===== src/rtl/uart_frame_assembler.sv =====
// Collects cmd, address, data and an optional checksum byte from the UART receiver
// into one frame and hands it downstream through a valid/ready handshake.
module uart_frame_assembler #(
  parameter int ADDR_BYTES     = 1,
  parameter int DATA_BYTES     = 2,
  parameter int CHECKSUM_EN    = 1,
  parameter int DATA_MSB_FIRST = 0,
  parameter int TIMEOUT_CYCLES = 100000
) (
  input  logic                    clk,
  input  logic                    reset,
  input  logic                    rx_valid,
  input  logic [7:0]              rx_data,
  output logic                    frm_valid,
  input  logic                    frm_ready,
  output logic [7:0]              frm_cmd,
  output logic [8*ADDR_BYTES-1:0] frm_addr,
  output logic [8*DATA_BYTES-1:0] frm_data,
  output logic                    busy,
  output logic                    err_timeout,
  output logic                    err_checksum,
  output logic                    err_overrun
);

  localparam int TW = (TIMEOUT_CYCLES > 2) ? $clog2(TIMEOUT_CYCLES) : 1;
  localparam logic [TW-1:0] TLAST = TW'((TIMEOUT_CYCLES > 0) ? TIMEOUT_CYCLES - 1 : 0);

  typedef enum logic [2:0] {S_CMD, S_ADDR, S_DATA, S_CSUM, S_HOLD} state_t;

  state_t                  state;
  logic [1:0]              bcnt;
  logic [7:0]              sum;
  logic [7:0]              cmd_sh;
  logic [8*ADDR_BYTES-1:0] addr_sh;
  logic [8*ADDR_BYTES-1:0] addr_nxt;
  logic [8*DATA_BYTES-1:0] data_sh;
  logic [8*DATA_BYTES-1:0] data_nxt;
  logic [TW-1:0]           tcnt;
  logic [TW-1:0]           tcnt_inc;
  logic                    to_hit;
  logic                    last_addr;
  logic                    last_data;
  logic                    csum_ok;

  // Shadow registers with the incoming byte merged into its slot.
  always_comb begin
    addr_nxt = addr_sh;
    data_nxt = data_sh;
    for (int i = 0; i < ADDR_BYTES; i++)
      if (32'(bcnt) == ADDR_BYTES - 1 - i) addr_nxt[8*i +: 8] = rx_data;
    for (int i = 0; i < DATA_BYTES; i++)
      if (32'(bcnt) == ((DATA_MSB_FIRST != 0) ? (DATA_BYTES - 1 - i) : i))
        data_nxt[8*i +: 8] = rx_data;
    last_addr = (32'(bcnt) == ADDR_BYTES - 1);
    last_data = (32'(bcnt) == DATA_BYTES - 1);
    csum_ok   = (8'(sum + rx_data) == 8'd0);
    tcnt_inc  = tcnt + TW'(1);
    // The timeout fires on the idle cycle in which the counter would reach TLAST.
    to_hit    = (TIMEOUT_CYCLES != 0) && ((TIMEOUT_CYCLES == 1) || (tcnt_inc == TLAST));
  end

  assign busy = (state != S_CMD);

  // Handshake: frm_valid rises with the frame and holds it unchanged until the
  // cycle where frm_valid && frm_ready, which is the single transfer cycle.
  always_ff @(posedge clk) begin
    if (reset) begin
      state        <= S_CMD;
      bcnt         <= '0;
      sum          <= '0;
      tcnt         <= '0;
      cmd_sh       <= '0;
      addr_sh      <= '0;
      data_sh      <= '0;
      frm_valid    <= 1'b0;
      frm_cmd      <= '0;
      frm_addr     <= '0;
      frm_data     <= '0;
      err_timeout  <= 1'b0;
      err_checksum <= 1'b0;
      err_overrun  <= 1'b0;
    end else begin
      err_timeout  <= 1'b0;
      err_checksum <= 1'b0;
      err_overrun  <= 1'b0;
      case (state)
        S_CMD: begin
          if (rx_valid) begin
            cmd_sh <= rx_data;
            sum    <= rx_data;
            bcnt   <= '0;
            tcnt   <= '0;
            state  <= S_ADDR;
          end
        end
        S_ADDR, S_DATA, S_CSUM: begin
          if (rx_valid) begin
            tcnt <= '0;
            sum  <= sum + rx_data;
            if (state == S_ADDR) begin
              addr_sh <= addr_nxt;
              if (last_addr) begin
                bcnt  <= '0;
                state <= S_DATA;
              end else begin
                bcnt <= bcnt + 2'd1;
              end
            end else if (state == S_DATA) begin
              data_sh <= data_nxt;
              if (!last_data) begin
                bcnt <= bcnt + 2'd1;
              end else begin
                bcnt <= '0;
                if (CHECKSUM_EN != 0) begin
                  state <= S_CSUM;
                end else begin
                  frm_cmd   <= cmd_sh;
                  frm_addr  <= addr_sh;
                  frm_data  <= data_nxt;
                  frm_valid <= 1'b1;
                  state     <= S_HOLD;
                end
              end
            end else if (csum_ok) begin
              frm_cmd   <= cmd_sh;
              frm_addr  <= addr_sh;
              frm_data  <= data_sh;
              frm_valid <= 1'b1;
              state     <= S_HOLD;
            end else begin
              err_checksum <= 1'b1;
              sum          <= '0;
              state        <= S_CMD;
            end
          end else if (to_hit) begin
            err_timeout <= 1'b1;
            bcnt        <= '0;
            tcnt        <= '0;
            sum         <= '0;
            state       <= S_CMD;
          end else begin
            tcnt <= tcnt_inc;
          end
        end
        S_HOLD: begin
          if (frm_ready) begin
            frm_valid <= 1'b0;
            // A byte arriving with the transfer is the next command byte.
            if (rx_valid) begin
              cmd_sh <= rx_data;
              sum    <= rx_data;
              bcnt   <= '0;
              tcnt   <= '0;
              state  <= S_ADDR;
            end else begin
              sum   <= '0;
              state <= S_CMD;
            end
          end else if (rx_valid) begin
            err_overrun <= 1'b1;
          end
        end
        default: state <= S_CMD;
      endcase
    end
  end

endmodule


===== config.mk =====
export PLATFORM = sky130hd
export DESIGN_NAME = uart_frame_assembler
export DESIGN_NICKNAME = d
export VERILOG_FILES = /design/src/rtl/uart_frame_assembler.sv
export SDC_FILE = /design/constraint.sdc
export NUM_CORES = 1
export LEC_CHECK = 0
export ABC_AREA = 1
export BUFFER_PORTS_ARGS = -buffer_cell sky130_fd_sc_hd__buf_2
export CELL_PAD_IN_SITES_DETAIL_PLACEMENT = 0
export CELL_PAD_IN_SITES_GLOBAL_PLACEMENT = 1
export CORE_MARGIN = 2
export CORE_UTILIZATION = 35
export DETAILED_ROUTE_END_ITERATION = 8
export PLACE_DENSITY_LB_ADDON = 0.12
export SYNTH_ARGS = -nofsm -noshare
export SYNTH_HDL_FRONTEND = slang
export SYNTH_SLANG_ARGS = --single-unit

===== constraint.sdc =====
create_clock -name clk -period 3.1 [get_ports clk]
set_input_delay 0.155 -clock clk [delete_from_list [all_inputs] [get_ports clk]]
set_output_delay 0.155 -clock clk [all_outputs]
set_load 0.1 [all_outputs]

==> impl_metrics.env, run 1 <==
export IMPL_final_antenna_net_count=0
export IMPL_final_nets=732
export IMPL_grtUsageTotal=0.175
export IMPL_synth_edf_count=0
export IMPL_slowest_stage="fa_1"
export IMPL_antenna_found_initial=0
export IMPL_cts_root_buf="clkbuf_16"
export IMPL_clk_latency_ns=0.35
export IMPL_rsz0062_at_grt="no"
export IMPL_path_max_fanout=59
export IMPL_syn_num_nets=690
export IMPL_drtPass1Iterations=4
export IMPL_vias=4268
export IMPL_power_leakage_nw=2.47
export IMPL_fp_row_count=42
export IMPL_total_power_mw=4.13
export IMPL_grt_pass1_wl_um=20100
export IMPL_async_flop_share=0
export IMPL_maxSlewHeadroom=0.468
export IMPL_tightest_slew_ns=0.792
export IMPL_drive_above_1_share=0.128
export IMPL_crit_type="reg2reg"
export IMPL_cts_tree="done"
export IMPL_cpPeakStageDelay_ns=0.41
export IMPL_cts_resized=0
export IMPL_outcome="complete, no violations"
export IMPL_synth_cell_area_um2=4710
export IMPL_period_needed_ns=2.55
export IMPL_crit_top_cell="nor2_1"
export IMPL_grt_max_degree=60
export IMPL_design_area_um2=5450
export IMPL_die_w_um=120
export IMPL_finalCritPeriodShare=0.822
export IMPL_wire_per_inst_um=13.4
export IMPL_place_area_um2=5150
export IMPL_dr_wl_met2_um=5420
export IMPL_antenna_cells_inserted=0
export IMPL_numPortBuffers=48
export IMPL_setup_viol=0
export IMPL_drv_slew=0
export IMPL_peakVddDrop_mv=0.451
export IMPL_ys_seq_elements=98
export IMPL_synth_flop_cell="dfxtp_1"
export IMPL_worstPathCellList="ha_1 -> fa_1 -> nand3_1 -> nand2_1 -> xnor2_1 -> nand2_1 -> nor2_1 -> nand3_1 -> nor2_4 -> buf_12 -> inv_1 -> nor2_1 -> nor2_1"
export IMPL_ios=49
export IMPL_mostFrequentLayoutCells="inv_1 (103), nand2_1 (102), dfxtp_1 (98), a21oi_1 (79), o21ai_0 (71)"
export IMPL_synthCells=665
export IMPL_cts_buffers_inserted=9
export IMPL_grt_pass1_vias=4076
export IMPL_critPathLaunchType="flip-flop"
export IMPL_routed_wirelength_um=11900
export IMPL_top_layer="met4"
export IMPL_final_common_cell="inv_1"
export IMPL_gp_congestion=0.833
export IMPL_clock_sinks=98
export IMPL_critPathArrivalTime_ns=2.79
export IMPL_skew_ns=0.00675
export IMPL_cts_setup_buffers=0
export IMPL_hold_class="in2reg"
export IMPL_area_delta_synth_final_pct=15.6
export IMPL_dpl_hpwl_um=8620
export IMPL_hold_violations=0
export IMPL_die_area_um2=14400
export IMPL_maxCapViolCount=0
export IMPL_start_util=0.357
export IMPL_max_freq_mhz=392
export IMPL_drc_errors=0
export IMPL_met1Wirelength_um=5970
export IMPL_ctsHoldBuffers=0
export IMPL_avgSynthCellArea_um2=7.09
export IMPL_holdWs_ns=0.133
export IMPL_ys_warn_count=0
export IMPL_worstPathRequired_ns=3.34
export IMPL_clockBufferDepth=2
export IMPL_synth_cell_types=38
export IMPL_end_kind="flip-flop"
export IMPL_finalNonFillerCells=887
export IMPL_grt_remaining_overflow=0
export IMPL_seq_area_frac_synth=0.416
export IMPL_drt_iter0_drc=242
export IMPL_wl_met3_um=267
export IMPL_htreeDepth=3
export IMPL_viasPerCell=4.81
export IMPL_setup_tns_ns=0
export IMPL_p_per_area_nw_per_um2=758
export IMPL_coreArea_um2=13200
export IMPL_die_y_um=120
export IMPL_cts_reportedPaths_clkPinSlew_ns=0.07
export IMPL_dp_cells=872
final timing paths:
check | start | to | slack [ns] | cells after the start
worst max-delay path | sum[0] | frm_data[15] | 0.55 | 13
worst max register to register | sum[0] | frm_data[15] | 0.55 | 13
worst min-delay path | frm_ready | err_overrun | 0.13 | 4
worst min register to register | cmd_sh[6] | frm_cmd[6] | 0.44 | 2
routing by layer:
metal | up-vias | global-route usage
li1 | 2246 | -
met1 | 1955 | 0.239
met2 | 51 | 0.282
met3 | 16 | 0.0223
met4 | 0 | 0.0691
met5 | - | 0
metrics by stage:
step                setup WS, ns   util
global placement           0.609  0.391
CTS                        0.536  0.413
floorplan                  0.857      -
global route               0.264  0.413
finish                     0.552  0.413
detailed placement         0.514  0.391
cells in the mapped netlist, types with 5 or more instances:
library cell  count  area (µm²)
xor2_1            5        43.8
ha_1             12         150
nor3_1            7        35.0
dfxtp_1          98        1960
nor2_1           64         240
nand4_1          22         138
o21ai_0          71         355
nand2_1         102         383
a21oi_1          79         395
inv_1           103         387
clkbuf_1         22        82.6
nand3_1          32         160
critical path, delay by kind of cell, from the launching register on:
kind / cells / cell delay, ns
adder cells (fa/ha/maj): 2 / 0.63
flip-flops: 1 / 0.32
buffers and inverters: 2 / 0.39
AND/OR/NAND/NOR: 8 / 0.89
XOR/XNOR: 1 / 0.22
final cells by class:
class	instances	area [µm²]
Clock inverter	5	61.3
Clock buffer	10	239
Multi-Input combinational cell	436	2250
Timing Repair Buffer	57	320
Inverter	105	394
Tap cell	176	220
Fill cell	1443	7740
Sequential cell	98	1960
power by group:
part | total (mW) | switching, mW | internal, mW
clock network | 1.14 | 0.494 | 0.649
logic | 1.48 | 1.03 | 0.451
registers | 1.50 | 0.0795 | 1.42
total | 4.13 | 1.61 | 2.52
flip-flops by register name (all words and copies together) (netlist names):
| register | flops |
|---|---|
| addr_sh | 8 |
| bcnt | 2 |
| cmd_sh | 8 |
| data_sh | 16 |
| err_checksum | 1 |
| err_overrun | 1 |
| err_timeout | 1 |
| frm_addr | 8 |
| frm_cmd | 8 |
| frm_data | 16 |
| frm_valid | 1 |
| state | 3 |
| sum | 8 |
| tcnt | 17 |
cells by family (layout without fill, tap and decap cells):
| logic type | Yosys count | in the layout | synth area share |
|---|---|---|---|
| adders and majority gates | 13 | 13 | 0.0361 |
| and+or+nand+nor | 250 | 250 | 0.245 |
| buffers and inverters | 131 | 177 | 0.107 |
| AOI/OAI and AO/OA | 166 | 166 | 0.183 |
| DFF | 98 | 98 | 0.416 |
| xor gates and xnor gates | 7 | 7 | 0.0130 |
Power figures use the tool's default switching activity.
==> run 2, diff against run 1 <==
- ABC_AREA: 1 -> 0
- clock period: 3.1 -> 2.6 ns (I/O delays scaled with it)
==> run 2 against run 1 <==
  * Critical endpoint is now frm_addr[7]
  * Worst hold slack lost 0.065 ns
  * Combinational power down 68%
  * Sequential share of layout area down 2.5 points
  * Clock-buffer cell count unchanged
  * The run now ends with negative setup slack left
  * Largest cell class unchanged
==> impl_metrics.env, run 2 <==
export IMPL_ctsHoldBuffers=0
export IMPL_cts_reportedPaths_clkPinSlew_ns=0.07
export IMPL_ys_warn_count=0
export IMPL_cts_root_buf="clkbuf_16"
export IMPL_critPathLaunchType="flip-flop"
export IMPL_worstSetupStartpoint="sum[0]"
export IMPL_power_switching_uw=954
export IMPL_critPathArrivalTime_ns=3.13
export IMPL_antenna_cells_inserted=0
export IMPL_grtUsageTotal=0.180
export IMPL_cp_num_cells=11
export IMPL_yosysTopAreaCellShare=0.412
export IMPL_rr_worst_depth=11
export IMPL_grt_pass1_wl_um=20100
export IMPL_synth_common_cells="dfxtp_1 (98), nor2_1 (68), mux2i_1 (50)"
export IMPL_fp_row_count=42
export IMPL_dpl_hpwl_um=8720
export IMPL_outcome="complete, but fails checks"
export IMPL_crit_end="frm_addr[7]"
export IMPL_yosysTopAreaCell="dfxtp_1"
export IMPL_end_kind="flip-flop"
export IMPL_htreeDepth=3
export IMPL_combPwrFrac=0.137
export IMPL_synth_cell_types=62
export IMPL_drv_slew=0
export IMPL_coreArea_um2=13200
export IMPL_ys_seq_elements=98
export IMPL_synth_flop_cell="dfxtp_1"
export IMPL_hold_class="in2reg"
export IMPL_path_max_fanout=17
export IMPL_switching_share=0.275
export IMPL_reg_largest_list="tcnt (17), data_sh (16), frm_data (16)"
export IMPL_drtPass1Iterations=4
export IMPL_intPower_mw=2.52
export IMPL_cts_buffers_inserted=9
export IMPL_pwr_share_clk=0.412
export IMPL_power_leakage_nw=2.34
export IMPL_max_freq_mhz=344
export IMPL_grt_max_degree=76
export IMPL_worstPathCellList="ha_4 -> fa_2 -> a211oi_4 -> nor4b_1 -> nand4b_1 -> or4b_4 -> nor3_4 -> buf_12 -> buf_16 -> mux2i_1 -> nor2_1"
export IMPL_final_antenna_net_count=0
export IMPL_die_area_um2=14500
export IMPL_area_delta_synth_final_pct=23.3
export IMPL_finalCritPeriodShare=1.12
export IMPL_pre_cts_slack_ns=-0.327
export IMPL_seq_area_frac_synth=0.412
export IMPL_antenna_found_initial=0
export IMPL_ios=49
export IMPL_fill_cells=1357
export IMPL_routed_wirelength_um=12800
export IMPL_yosysMostFrequentCell="dfxtp_1"
export IMPL_cp_top_family="simple AND/OR/NAND/NOR gates"
export IMPL_worstReg2RegEnd="frm_addr[7]"
export IMPL_critPathBufInv=2
export IMPL_peakVddDrop_mv=0.318
export IMPL_synthCells=542
export IMPL_syn_num_nets=567
export IMPL_grt_pass1_vias=3861
export IMPL_worstPathRequired_ns=2.82
export IMPL_wire_per_inst_um=16.1
export IMPL_clockBufferDepth=2
export IMPL_slowest_stage="or4b_4"
export IMPL_rsz0062_at_grt="yes"
export IMPL_skew_ns=0.0120
export IMPL_holdWs_ns=0.0674
export IMPL_tightest_slew_ns=0.984
export IMPL_crit_type="reg2reg"
export IMPL_regMostFlops="tcnt"
export IMPL_maxSlewHeadroom=0.342
export IMPL_power_frac_seq=0.450
export IMPL_synth_area_leaders="dfxtp_1 (41%), mux2i_1 (11%), nor2_1 (5.4%)"
export IMPL_drc_errors=0
export IMPL_setup_viol=34
export IMPL_async_flop_share=0
export IMPL_dp_cells=779
export IMPL_setup_ws_ns=-0.311
export IMPL_mostFrequentLayoutCells="dfxtp_1 (96), nor2_1 (68), mux2i_1 (49), buf_2 (48), nand2_1 (46)"
export IMPL_grt_remaining_overflow=0
export IMPL_cts_tree="done"
export IMPL_gp_congestion=0.779
export IMPL_rrSetupSlack_ns=-0.31
export IMPL_die_w_um=121
export IMPL_avgSynthCellArea_um2=8.78
export IMPL_synth_cell_area_um2=4760
export IMPL_hold_violations=0
export IMPL_violations="negative setup slack"
export IMPL_p_per_area_nw_per_um2=592
export IMPL_maxCapViolCount=0
export IMPL_r2r_start="sum[0]"
export IMPL_clk_latency_ns=0.35
export IMPL_start_util=0.359
export IMPL_viasPerCell=5.17
export IMPL_setup_tns_ns=-9.64
export IMPL_drive_above_1_share=0.219
export IMPL_cpPeakStageDelay_ns=0.52
export IMPL_numPortBuffers=48
export IMPL_synth_edf_count=0
export IMPL_final_nets=641
export IMPL_drt_iter0_drc=178
export IMPL_largest_register_ff_count=17
export IMPL_die_y_um=121
export IMPL_clock_sinks=98
export IMPL_period_needed_ns=2.91
export IMPL_finalNonFillerCells=797
export IMPL_vias=4118
export IMPL_final_util=0.443
export IMPL_final_common_cell="dfxtp_1"
==> run 2: changes by cell type after synthesis, sizes merged, moves of 10 or more <==
cell,change
inv,-92
o21ai,-50
a21oi,-52
nand2,-59
nand4,-17
nor3,+10
mux2i,+50
==> run 2: worst min-delay path by stage <==
stage              start          end  slack (ns)  cells past startpoint
3_3_place_gp       reset  err_overrun        0.44                      2
2_1_floorplan  frm_ready  err_overrun        0.21                      1
5_1_grt            reset  err_overrun        0.07                      2
6_report           reset  err_overrun        0.07                      2
4_1_cts            reset  err_overrun        0.06                      2
3_5_place_dp       reset  err_overrun        0.44                      2
==> run 2: repair_timing <==
item | in CTS | in global routing
setup endpoints to repair | 39 | 50
gates resized for setup | 6 | 8
gates cloned | 1 | 0
setup buffers | 1 | 0
pin swaps | 0 | 3
==> run 2: metal layers <==
| metal | GRT usage | wire length [µm] | part of all wire |
|---|---|---|---|
| met4 | 0.0647 | 101 | 0.0079 |
| met2 | 0.284 | 6010 | 0.47 |
| met3 | 0.0377 | 399 | 0.031 |
| met1 | 0.243 | 6310 | 0.49 |
| met5 | 0 | 0 | 0 |
==> run 2: kinds of logic after synthesis <==
group	share of synthesized area
flops	0.412
buf+inv	0.0463
fa+ha+maj	0.0358
compound gates	0.142
simple gates	0.236
xor+xnor	0.0224
mux	0.105
==> run 2: area by class of cell <==
class	count	area, µm²	share of cell area
Clock buffer	10	239	0.0408
Clock inverter	6	83.8	0.0143
Inverter	12	45.0	0.00768
Multi-Input combinational cell	401	2650	0.452
Sequential cell	98	1960	0.335
Tap cell	176	220	0.0376
Timing Repair Buffer	94	658	0.112
==> run 2: power by group through the flow <==
stage                     logic (mW)  clock network (mW)  registers, mW
after floorplan                0.307                   0           1.59
after global placement         0.459                   0           1.60
after detailed placement       0.466                   0           1.60
after CTS                      0.472                1.47           1.56
after global routing           0.523                1.53           1.57
final                          0.477                1.43           1.56
==> run 2: through the flow <==
| step | instance area (µm²) | total power, mW |
|---|---|---|
| floorplan | 4800 | 1.90 |
| global placement | 5430 | 2.06 |
| detailed placement | 5430 | 2.07 |
| CTS | 5820 | 3.51 |
| global route | 5860 | 3.62 |
| finish | 5860 | 3.47 |
==> run 3, diff against run 2 <==
- CORE_UTILIZATION: 35 -> 45
==> run 3 against run 2 <==
  * The run still ends with negative setup slack left
  * Wire length decreased by 6.2%
  * Setup slack improved by 0.11 ns
  * Flip-flop and latch count did not move
  * Worst hold slack better by 0.052 ns
  * Core utilization rose by 12 points
  * Cell area is 1.8% lower
  * Clock skew is 0.0031 ns higher
  * Critical endpoint is now frm_data[12]
  * Largest power group unchanged
==> impl_metrics.env, run 3 (synthesis gave the netlist of run 2 again) <==
export IMPL_final_nets=650
export IMPL_crit_type="reg2reg"
export IMPL_hold_class="in2reg"
export IMPL_cts_reportedPaths_clkPinSlew_ns=0.10
export IMPL_numPortBuffers=48
export IMPL_routed_wirelength_um=12000
export IMPL_drtPass1Iterations=5
export IMPL_cpPeakStageDelay_ns=0.52
export IMPL_drv_slew=0
export IMPL_cp_top_family="simple AND/OR/NAND/NOR gates"
export IMPL_coreArea_um2=10300
export IMPL_rsz0062_at_grt="yes"
export IMPL_worstSetupStartpoint="sum[0]"
export IMPL_largest_register_ff_count=17
export IMPL_drt_iter0_drc=264
export IMPL_viasPerCell=5.53
export IMPL_setup_ws_ns=-0.200
export IMPL_ios=49
export IMPL_reg_largest_list="tcnt (17), data_sh (16), frm_data (16)"
export IMPL_gp_congestion=0.831
export IMPL_violations="negative setup slack"
export IMPL_place_area_um2=5370
export IMPL_dpl_hpwl_um=8060
export IMPL_antenna_cells_inserted=0
export IMPL_area_delta_synth_final_pct=21.0
export IMPL_critPathBufInv=2
export IMPL_start_util=0.463
export IMPL_htreeDepth=3
export IMPL_grt_pass1_wl_um=19500
export IMPL_fill_cells=987
export IMPL_die_area_um2=11400
export IMPL_end_kind="flip-flop"
export IMPL_r2r_start="sum[0]"
export IMPL_maxSlewHeadroom=0.477
export IMPL_peakVddDrop_mv=0.216
export IMPL_clockBufferDepth=2
export IMPL_max_freq_mhz=357
export IMPL_outcome="complete, but fails checks"
export IMPL_dp_cells=739
export IMPL_worstPathCellList="ha_4 -> fa_2 -> a211oi_2 -> nor4b_1 -> nand4b_1 -> or4b_4 -> nor3_4 -> buf_6 -> buf_12 -> mux2i_1 -> nor2_1"
export IMPL_final_antenna_net_count=0
export IMPL_regArea_um2=1960
export IMPL_wire_per_inst_um=15.7
export IMPL_cts_buffers_inserted=9
export IMPL_grt_pass1_vias=3924
export IMPL_die_w_um=107
export IMPL_maxCapViolCount=0
export IMPL_finalNonFillerCells=765
export IMPL_fp_row_count=37
export IMPL_antenna_found_initial=0
export IMPL_worstPathRequired_ns=2.84
export IMPL_final_common_cell="dfxtp_1"
export IMPL_grt_max_degree=76
export IMPL_p_per_area_nw_per_um2=534
export IMPL_pre_cts_slack_ns=-0.402
export IMPL_hold_start="frm_ready"
export IMPL_finalCritPeriodShare=1.08
export IMPL_final_util=0.560
export IMPL_clk_latency_ns=0.38
export IMPL_cts_root_buf="clkbuf_8"
export IMPL_design_area_um2=5760
export IMPL_critPathArrivalTime_ns=3.04
export IMPL_regMostFlops="tcnt"
export IMPL_power_leakage_nw=2.32
export IMPL_skew_ns=0.0151
export IMPL_setup_viol=34
export IMPL_grtUsageTotal=0.217
export IMPL_vias=4230
export IMPL_cts_tree="done"
export IMPL_grt_remaining_overflow=0
export IMPL_critPathLaunchType="flip-flop"
export IMPL_total_power_mw=3.08
export IMPL_drive_above_1_share=0.224
export IMPL_clock_sinks=98
export IMPL_drc_errors=0
export IMPL_slowest_stage="or4b_4"
export IMPL_tightest_slew_ns=0.785
export IMPL_hold_violations=0
export IMPL_path_max_fanout=8
export IMPL_period_needed_ns=2.80
export IMPL_mostFrequentLayoutCells="dfxtp_1 (97), nor2_1 (68), mux2i_1 (48), buf_2 (48)"
export IMPL_die_y_um=107
export IMPL_multi_input_area_um2=2640
==> run 3: cell count changes in the layout (fill, tap and decap cells not counted), moves of 2 or more <==
cell,delta
dlygate4sd3_1,+2
clkbuf_8,+9
buf_4,+6
clkbuf_16,-9
clkinvlp_4,+2
==> run 3: tightest hold or removal path: stages <==
cell and delay (ns):
buf_2 0.13, nor2_1 0.06, o21a_1 0.15
==> run 3: metrics by stage <==
step	setup TNS, ns	hold slack, ns
floorplan	-1.89	0.208
global placement	-9.18	0.355
detailed placement	-12.01	0.354
CTS	-9.46	0.113
global route	-10.59	0.136
finish	-5.88	0.119
==> run 3: cell type report <==
class	instances	share of cell area
inverters	12	0.00782
flip-flops and latches	98	0.341
clock buffers	10	0.0239
clock inverters	5	0.0109
multi-input cells	401	0.458
repair buffers	103	0.129
well taps	136	0.0296
==> run 3: worst paths after layout <==
check	endpoint	slack (ns)	cells past startpoint
setup / recovery	frm_data[12]	-0.20	11
hold / removal	state[2]	0.12	3
setup reg to reg	frm_data[12]	-0.20	11
hold reg to reg	data_sh[7]	0.47	2
==> run 3: power breakdown <==
part | internal (mW) | switching, mW | total [mW] | leakage (nW)
Clock | 0.471 | 0.556 | 1.03 | 0.0950
Combinational | 0.200 | 0.279 | 0.480 | 1.44
Sequential | 1.54 | 0.0329 | 1.57 | 0.794
Total | 2.21 | 0.868 | 3.08 | 2.32
==> run 3: per-layer routing <==
layer  share of wire  GRT usage
met1            0.47      0.306
met2            0.46      0.341
met3           0.049     0.0243
met4           0.016     0.0826
met5               0          0
==> run 3: timing repair <==
item | CTS | global route
gates resized for setup | 7 | 5
endpoints found under the hold margin | 1 | 0
setup endpoints to repair | 34 | 50
pin swaps | 6 | 8
gates cloned | 3 | 0
buffers inserted | 4 | 2
hold buffers | 2 | 0
